<file path="src/rtl/rf_wb_arb.sv">
// rf_wb_arb: round-robin arbiter for the single register-file write port.
// Several writeback sources (ALU, load unit, mul/div) each present one request.
// Each cycle at most one request is granted. The granted write reaches the
// register file one cycle later as a single-cycle write.
// Ports:
//   clk, rst      - clock; synchronous active-high reset
//   req_valid     - per-requester write request
//   req_ready     - one-hot grant (combinational from req_valid, ptr, rst)
//   req_addr/data - packed per-requester destination register and data
//   write         - registered register-file write enable (never for x0)
//   rd_addr       - registered register-file write address
//   resdata       - registered register-file write data
//   wr_src        - registered index of the source on the port
//   conflict_cnt  - saturating count of cycles with >=2 valid requests
module rf_wb_arb #(
  parameter int unsigned NREQ = 3,
  parameter int unsigned DW   = 32,
  parameter int unsigned AW   = 5,
  parameter int unsigned SW   = 2,
  parameter int unsigned CNTW = 16
) (
  input  logic                 clk,
  input  logic                 rst,
  input  logic [NREQ-1:0]      req_valid,
  output logic [NREQ-1:0]      req_ready,
  input  logic [NREQ*AW-1:0]   req_addr,
  input  logic [NREQ*DW-1:0]   req_data,
  output logic                 write,
  output logic [AW-1:0]        rd_addr,
  output logic [DW-1:0]        resdata,
  output logic [SW-1:0]        wr_src,
  output logic [CNTW-1:0]      conflict_cnt
);

  localparam int unsigned PW = (NREQ > 1) ? $clog2(NREQ) : 1;

  logic [PW-1:0]   r_ptr;
  logic            r_write;
  logic [AW-1:0]   r_addr;
  logic [DW-1:0]   r_data;
  logic [SW-1:0]   r_src;
  logic [CNTW-1:0] r_cnt;

  logic            w_found;
  logic [PW-1:0]   w_gnt;
  logic [PW:0]     w_sum;
  logic [PW:0]     w_idx;
  logic [AW-1:0]   w_gaddr;
  logic [DW-1:0]   w_gdata;
  logic [PW-1:0]   w_nptr;
  logic            w_xfer;
  logic            w_multi;

  // Round-robin search starting at r_ptr, wrapping modulo NREQ.
  always_comb begin
    w_found = 1'b0;
    w_gnt   = '0;
    w_sum   = '0;
    w_idx   = '0;
    for (int k = 0; k < NREQ; k++) begin
      w_sum = {1'b0, r_ptr} + (PW+1)'(k);
      w_idx = (w_sum >= (PW+1)'(NREQ)) ? (w_sum - (PW+1)'(NREQ)) : w_sum;
      if (!w_found && req_valid[w_idx[PW-1:0]]) begin
        w_found = 1'b1;
        w_gnt   = w_idx[PW-1:0];
      end
    end
  end

  // Payload mux for the granted requester.
  always_comb begin
    w_gaddr = '0;
    w_gdata = '0;
    for (int k = 0; k < NREQ; k++) begin
      if (w_gnt == PW'(k)) begin
        w_gaddr = req_addr[k*AW +: AW];
        w_gdata = req_data[k*DW +: DW];
      end
    end
  end

  assign w_xfer  = w_found && !rst;
  assign w_nptr  = ({1'b0, w_gnt} == (PW+1)'(NREQ - 1)) ? '0 : PW'(w_gnt + 1'b1);
  // Clearing the lowest set bit leaves something iff two or more are set.
  assign w_multi = |(req_valid & (req_valid - NREQ'(1)));

  assign req_ready = w_xfer ? (NREQ'(1) << w_gnt) : '0;

  always_ff @(posedge clk) begin
    if (rst) begin
      r_ptr   <= '0;
      r_write <= 1'b0;
      r_addr  <= '0;
      r_data  <= '0;
      r_src   <= '0;
      r_cnt   <= '0;
    end else begin
      // Writes to x0 are accepted but suppressed at the port.
      r_write <= w_xfer && (w_gaddr != '0);
      if (w_xfer) begin
        r_addr <= w_gaddr;
        r_data <= w_gdata;
        r_src  <= SW'(w_gnt);
        r_ptr  <= w_nptr;
      end
      if (w_multi && (r_cnt != '1)) begin
        r_cnt <= r_cnt + 1'b1;
      end
    end
  end

  assign write        = r_write;
  assign rd_addr      = r_addr;
  assign resdata      = r_data;
  assign wr_src       = r_src;
  assign conflict_cnt = r_cnt;

endmodule

</file>
<file path="config.mk">
export PLATFORM = sky130hd
export DESIGN_NAME = rf_wb_arb
export DESIGN_NICKNAME = d
export VERILOG_FILES = /design/src/rtl/rf_wb_arb.sv
export SDC_FILE = /design/constraint.sdc
export NUM_CORES = 1
export LEC_CHECK = 0
export CORE_MARGIN = 5
export CORE_UTILIZATION = 37
export CTS_CLUSTER_SIZE = 40
export DETAILED_ROUTE_END_ITERATION = 8
export GPL_TIMING_DRIVEN = 1
export HOLD_SLACK_MARGIN = 0.12
export PLACE_DENSITY_LB_ADDON = 0.12
export SYNTH_ARGS = -nofsm -noshare
export SYNTH_HDL_FRONTEND = slang
export SYNTH_SLANG_ARGS = --single-unit
</file>
<file path="constraint.sdc">
create_clock -name clk -period 2.7 [get_ports clk]
set_input_delay 0.405 -clock clk [delete_from_list [all_inputs] [get_ports clk]]
set_output_delay 0.405 -clock clk [all_outputs]
set_load 0.005 [all_outputs]
</file>
[Yosys cells after proc, flatten, opt, wreduce, memory -nomap -nowiden]
Cells that the tools add are included.
Word-level totals
  memory bits (read-only): 0
  bits in registers: 58
  latch bits: 0
  output and inout bits: 59
  memories: 0
  logic and storage cells: 59
  bits in writable memories: 0
Cells by class
  equal/unequal tests: 3
  multiplexer cells: 23
  $add $sub $neg: 8
  div/mod/pow operators: 0
  reductions and logical operators: 11
  shift operators: 1
  bitwise logic cells: 1
  magnitude comparators: 6
  multiply operators: 0
Operator list (count)
  $mux W32: 3
  $add A16 B1 Y16 const B: 1
  $ne A16 B16 Y1 const B: 1
  $mux W5: 3
  $mux W2: 7
  $lt A2 B3 Y1 const B: 3
  $bmux W1 S2: 3
  $ge A3 B2 Y1 const B: 2
  $mux W1: 6
  $sub A2 B2 Y2 const B: 3
  $logic_and A1 B1 Y1: 5
  $reduce_bool A5 Y1: 1
  $add A2 B1 Y3 const B: 1
  $add A2 B2 Y3 const B: 1
  $and A3 B3 Y3: 1
  $logic_not A1 Y1: 3
  $mux W3: 1
  $reduce_or A3 Y1: 1
  $shl A1 B2 Y3 const A: 1
  $sub A3 B1 Y3 const B: 1
  $add A2 B1 Y2 const B: 1
  $eq A2 B1 Y1 const B: 1
  $eq A2 B2 Y1 const B: 1
  $ge A2 B2 Y1 const B: 1
  $logic_not A2 Y1: 1

[Logic depth before layout (Yosys ltp)]
  depth in word-level cells: 17
  mapped depth: 11
  depth with buffers taken out: 8

[Least setup slack after synthesis]
OpenSTA, ideal clock, no wires.
  path type: register -> output
  from: register r_ptr[0]
  to: output port req_ready[1]
  data required time: 2.295 ns
  arrival time: 1.845 ns
  cell stages (with the launch flop): 10
  path slack: 0.450 ns
  path buffers: 3
  cell sequence: dfxtp_1 > inv_1 > ha_1 > mux2i_1 > o221ai_2 > o211a_1 > buf_2 > buf_6 > buf_6 > nor2_1
Between the ends
  cells in the longest elaborated chain, start to end: 13
  elaborated cells between the ends (all ways): 30
Ends and longest elaborated chain
  from (decl): RTL line 37  | logic [PW-1:0] r_ptr;
  from (signal assigned): RTL line 104  | r_ptr <= w_nptr;
  branches (longest 12 deep; another with $add A2 B1 Y3)
  $mux W3 *: RTL line 87  | assign req_ready = w_xfer ? (NREQ'(1) << w_gnt) : '0;
  to (decl): RTL line 25  | output logic [NREQ-1:0] req_ready,
Mark *: on every way between the ends. The select of a mux whose other input is x is not followed.

[Worst setup path in the final report]
Same ends and word-level chain as after synthesis.

==> results.sh <==
export IMPL_synthArstFlopShare=0
export IMPL_synthCells=343
export IMPL_rr_startpoint="r_ptr[0]"
export IMPL_cp_buffers_inverters=2
export IMPL_synth_area_per_cell_um2=8.82
export IMPL_p_leak_nw=2.18
export IMPL_nNetsFinal=654
export IMPL_ys_warn_count=0
export IMPL_portBuffers=174
export IMPL_htreeDepth=3
export IMPL_p_int_mw=3.12
export IMPL_hold_path_startpoint="wr_src[1]"
export IMPL_worst_slew_pin_transition_ns=0.578
export IMPL_hold_class="register to register"
export IMPL_dieArea_mm2=0.0101
export IMPL_regArea_mm2=0.00117
export IMPL_yosysMostFrequentCell="dfxtp_1"
export IMPL_p_sw_frac=0.339
export IMPL_cts_root_buffer="clkbuf_8"
export IMPL_die_width_um=100
export IMPL_dp_cells=620
export IMPL_hold_viol=0
export IMPL_peakVddDrop_uv=419
export IMPL_worst_path_largest_cell_delay_ns=0.36
export IMPL_cp_data_required_time_ns=2.30
export IMPL_insertion_delay_ns=0.33
export IMPL_relSlewSlack=0.614
export IMPL_drive_gt1_frac=0.121
export IMPL_core_mm2=0.00809
export IMPL_startpoint_type="register"
export IMPL_switching_power_mw=1.60
export IMPL_overflow=0
export IMPL_rows=33
export IMPL_start_util=0.374
export IMPL_cts_max_path_buffers=2
export IMPL_multi_input_area_mm2=0.00182
export IMPL_final_cells=642
export IMPL_r2r_slack_ns=0.39
export IMPL_fin_worst_skew_ns=0.0120
export IMPL_synth_edf_count=0
export IMPL_hold_buffers=0
export IMPL_final_area_mm2=0.00530
export IMPL_drt_wl_total_um=9890
export IMPL_synth_area_mm2=0.00303
export IMPL_synth_ff_type="dfxtp_1"
export IMPL_final_max_slew_viol_count=0
export IMPL_wl_per_cell_um=15.4
export IMPL_drtPass1Iterations=5
export IMPL_seq_power_share=0.282
export IMPL_cts_buffers=9
export IMPL_reg2reg_to="resdata[27]"
export IMPL_placed_cell_area_mm2=0.00496
export IMPL_drc=0
export IMPL_status="finished clean"
export IMPL_synth_common_cells="dfxtp_1 (58), nand2_1 (43), mux2i_1 (34)"
export IMPL_track_usage=0.192
export IMPL_power_density_mw_per_mm2=891
export IMPL_cp_max_fo=6
export IMPL_grt_pass1_wl_um=15600
export IMPL_setup_viol=0
export IMPL_synth_top_cells_by_area="dfxtp_1 (38%), mux2i_1 (11%), a22o_1 (9.0%)"
export IMPL_syn_nets=464
export IMPL_r2r_cells=10
export IMPL_io_pins=175
export IMPL_clk_pin_slew_ns=0.07
export IMPL_arrival_ns=2.21
export IMPL_period_share=0.967
export IMPL_grt_max_degree=53
export IMPL_fin_crit_ns=2.61
export IMPL_synth_xor_area_frac=0.0347
export IMPL_cp_endpoint="req_ready[1]"
export IMPL_synth_distinct_cells=43
export IMPL_worstSetupEndpointType="output pin"
export IMPL_synth_top_family_by_area="compound AO/OA/AOI/OAI gates"
export IMPL_diodes=0
export IMPL_worstPathCellList="buf_4 > ha_2 > nand2b_1 > a32oi_2 > nor2_1 > or2_2 > nor2_2 > dlygate4sd2_1"
export IMPL_num_fill_cells=667
export IMPL_synth_compound_area_share=0.234
export IMPL_fmax_mhz=383
export IMPL_gp_congestion=0.848
export IMPL_synthSimpleGateAreaFrac=0.167
export IMPL_die_h_um=100
export IMPL_path_class="register to output pin"
export IMPL_worst_path_max_delay_cell="dfxtp_4"
export IMPL_path_delay_family="simple AND/OR/NAND/NOR gates"
export IMPL_syn_to_final_growth_pct=75.1
export IMPL_synth_seq_cells=58
export IMPL_cap_violations=0
export IMPL_yosys_area_top_type_share=0.384
export IMPL_synth_top_area_cell="dfxtp_1"
export IMPL_vias_per_cell=5.00
export IMPL_synthMuxAreaShare=0.112
export IMPL_via_count=3211
export IMPL_hold_depth=1
export IMPL_yosysSeqAreaShare=0.384
export IMPL_drt_iter0_markers=100
export IMPL_power_frac_clock=0.174
export IMPL_synth_fa_ha_area_frac=0.0240
export IMPL_cp_depth=8
export IMPL_ant_nets=0
export IMPL_cp_startpoint="r_ptr[0]"
export IMPL_p_comb_frac=0.544
export IMPL_dp_hpwl_um=7660
export IMPL_p_total_mw=4.72
export IMPL_grt_pass1_vias=3253
export IMPL_grt_antenna_before_repair=0
export IMPL_clock_sinks=58
export IMPL_cts_tree="built"
[power by group through the flow]
stage          Sequential (mW)  Clock [mW]  Combinational [mW]
2_1_floorplan             1.35           0                1.24
3_3_place_gp              1.33           0                2.40
3_5_place_dp              1.34           0                2.42
4_1_cts                   1.33       0.846                2.50
5_1_grt                   1.38       0.887                2.80
6_report                  1.33       0.822                2.57
[what timing repair did]
| item | CTS | global route |
|---|---|---|
| setup endpoints to repair | 3 | 1 |
| setup buffers | 2 | 5 |
| hold endpoints to repair | 0 | 0 |
| resized for setup | 14 | 9 |
| pin swaps | 3 | 4 |
[worst min path at each step]
stage | to
final | wr_src[1]
after global routing | wr_src[0]
after CTS | wr_src[1]
after detailed placement | wr_src[1]
after global placement | wr_src[1]
after floorplan | rd_addr[2]
[flip-flops by register name, indices dropped and copies added (netlist names)]
signal / cells
conflict_cnt: 16
r_ptr: 2
rd_addr: 5
resdata: 32
wr_src: 2
write: 1
[metal layers]
layer | GRT usage | vias up | part of all wire
met5 | 0 | - | 0
met4 | 0.0601 | 0 | 0.013
met3 | 0.0702 | 10 | 0.086
met2 | 0.322 | 111 | 0.49
met1 | 0.229 | 1478 | 0.41
li1 | - | 1612 | -
[metrics by stage]
step	hold slack [ns]	utilization	setup TNS, ns	worst slack (ns)
2_1_floorplan	0.449	-	0	0.450
6_report	0.452	0.655	0	0.0893
3_3_place_gp	0.433	0.613	-0.239	-0.0868
3_5_place_dp	0.440	0.613	-0.498	-0.152
4_1_cts	0.456	0.646	0	0.0406
5_1_grt	0.484	0.655	-0.00802	-0.00802
[cell families after synthesis]
family                     count (synthesis)
and+or+nand+nor                          109
DFF                                       58
buffers and inverters                     27
AOI/OAI and AO/OA                         97
muxes                                     34
xor gates and xnor gates                  12
adders and majority gates                  6
[layout make-up]
| class | instances | area share |
|---|---|---|
| clock inverter | 2 | 0.00661 |
| timing repair buffer | 202 | 0.371 |
| clock buffer | 13 | 0.0319 |
| multi-input combinational | 258 | 0.343 |
| tap | 105 | 0.0248 |
| sequential | 58 | 0.220 |
| inverter | 4 | 0.00283 |
[placed cells by master (no fill, tap or decap), types with 2 or more instances in the layout]
| master | n |
|---|---|
| clkdlybuf4s50_1 | 170 |
| dfxtp_1 | 56 |
| nand2_1 | 43 |
| mux2i_1 | 33 |
| a22o_1 | 31 |
| o21ai_0 | 30 |
| buf_4 | 27 |
| nor2_1 | 23 |
| clkbuf_8 | 12 |
| nand3_1 | 9 |
| o21ai_1 | 9 |
| nor2b_1 | 7 |
| xor2_1 | 7 |
| nand2b_1 | 6 |
| a21oi_1 | 6 |
| a21o_1 | 5 |
| xnor2_1 | 5 |
| or3_1 | 4 |
| inv_1 | 3 |
| nor2_2 | 3 |
| and2_1 | 3 |
| a221oi_1 | 3 |
| nand4_1 | 3 |
| a221oi_2 | 3 |
| and3_1 | 2 |
| ha_4 | 2 |
| ha_2 | 2 |
| dlygate4sd2_1 | 2 |
No activity file was read; power rests on OpenSTA's default activity.
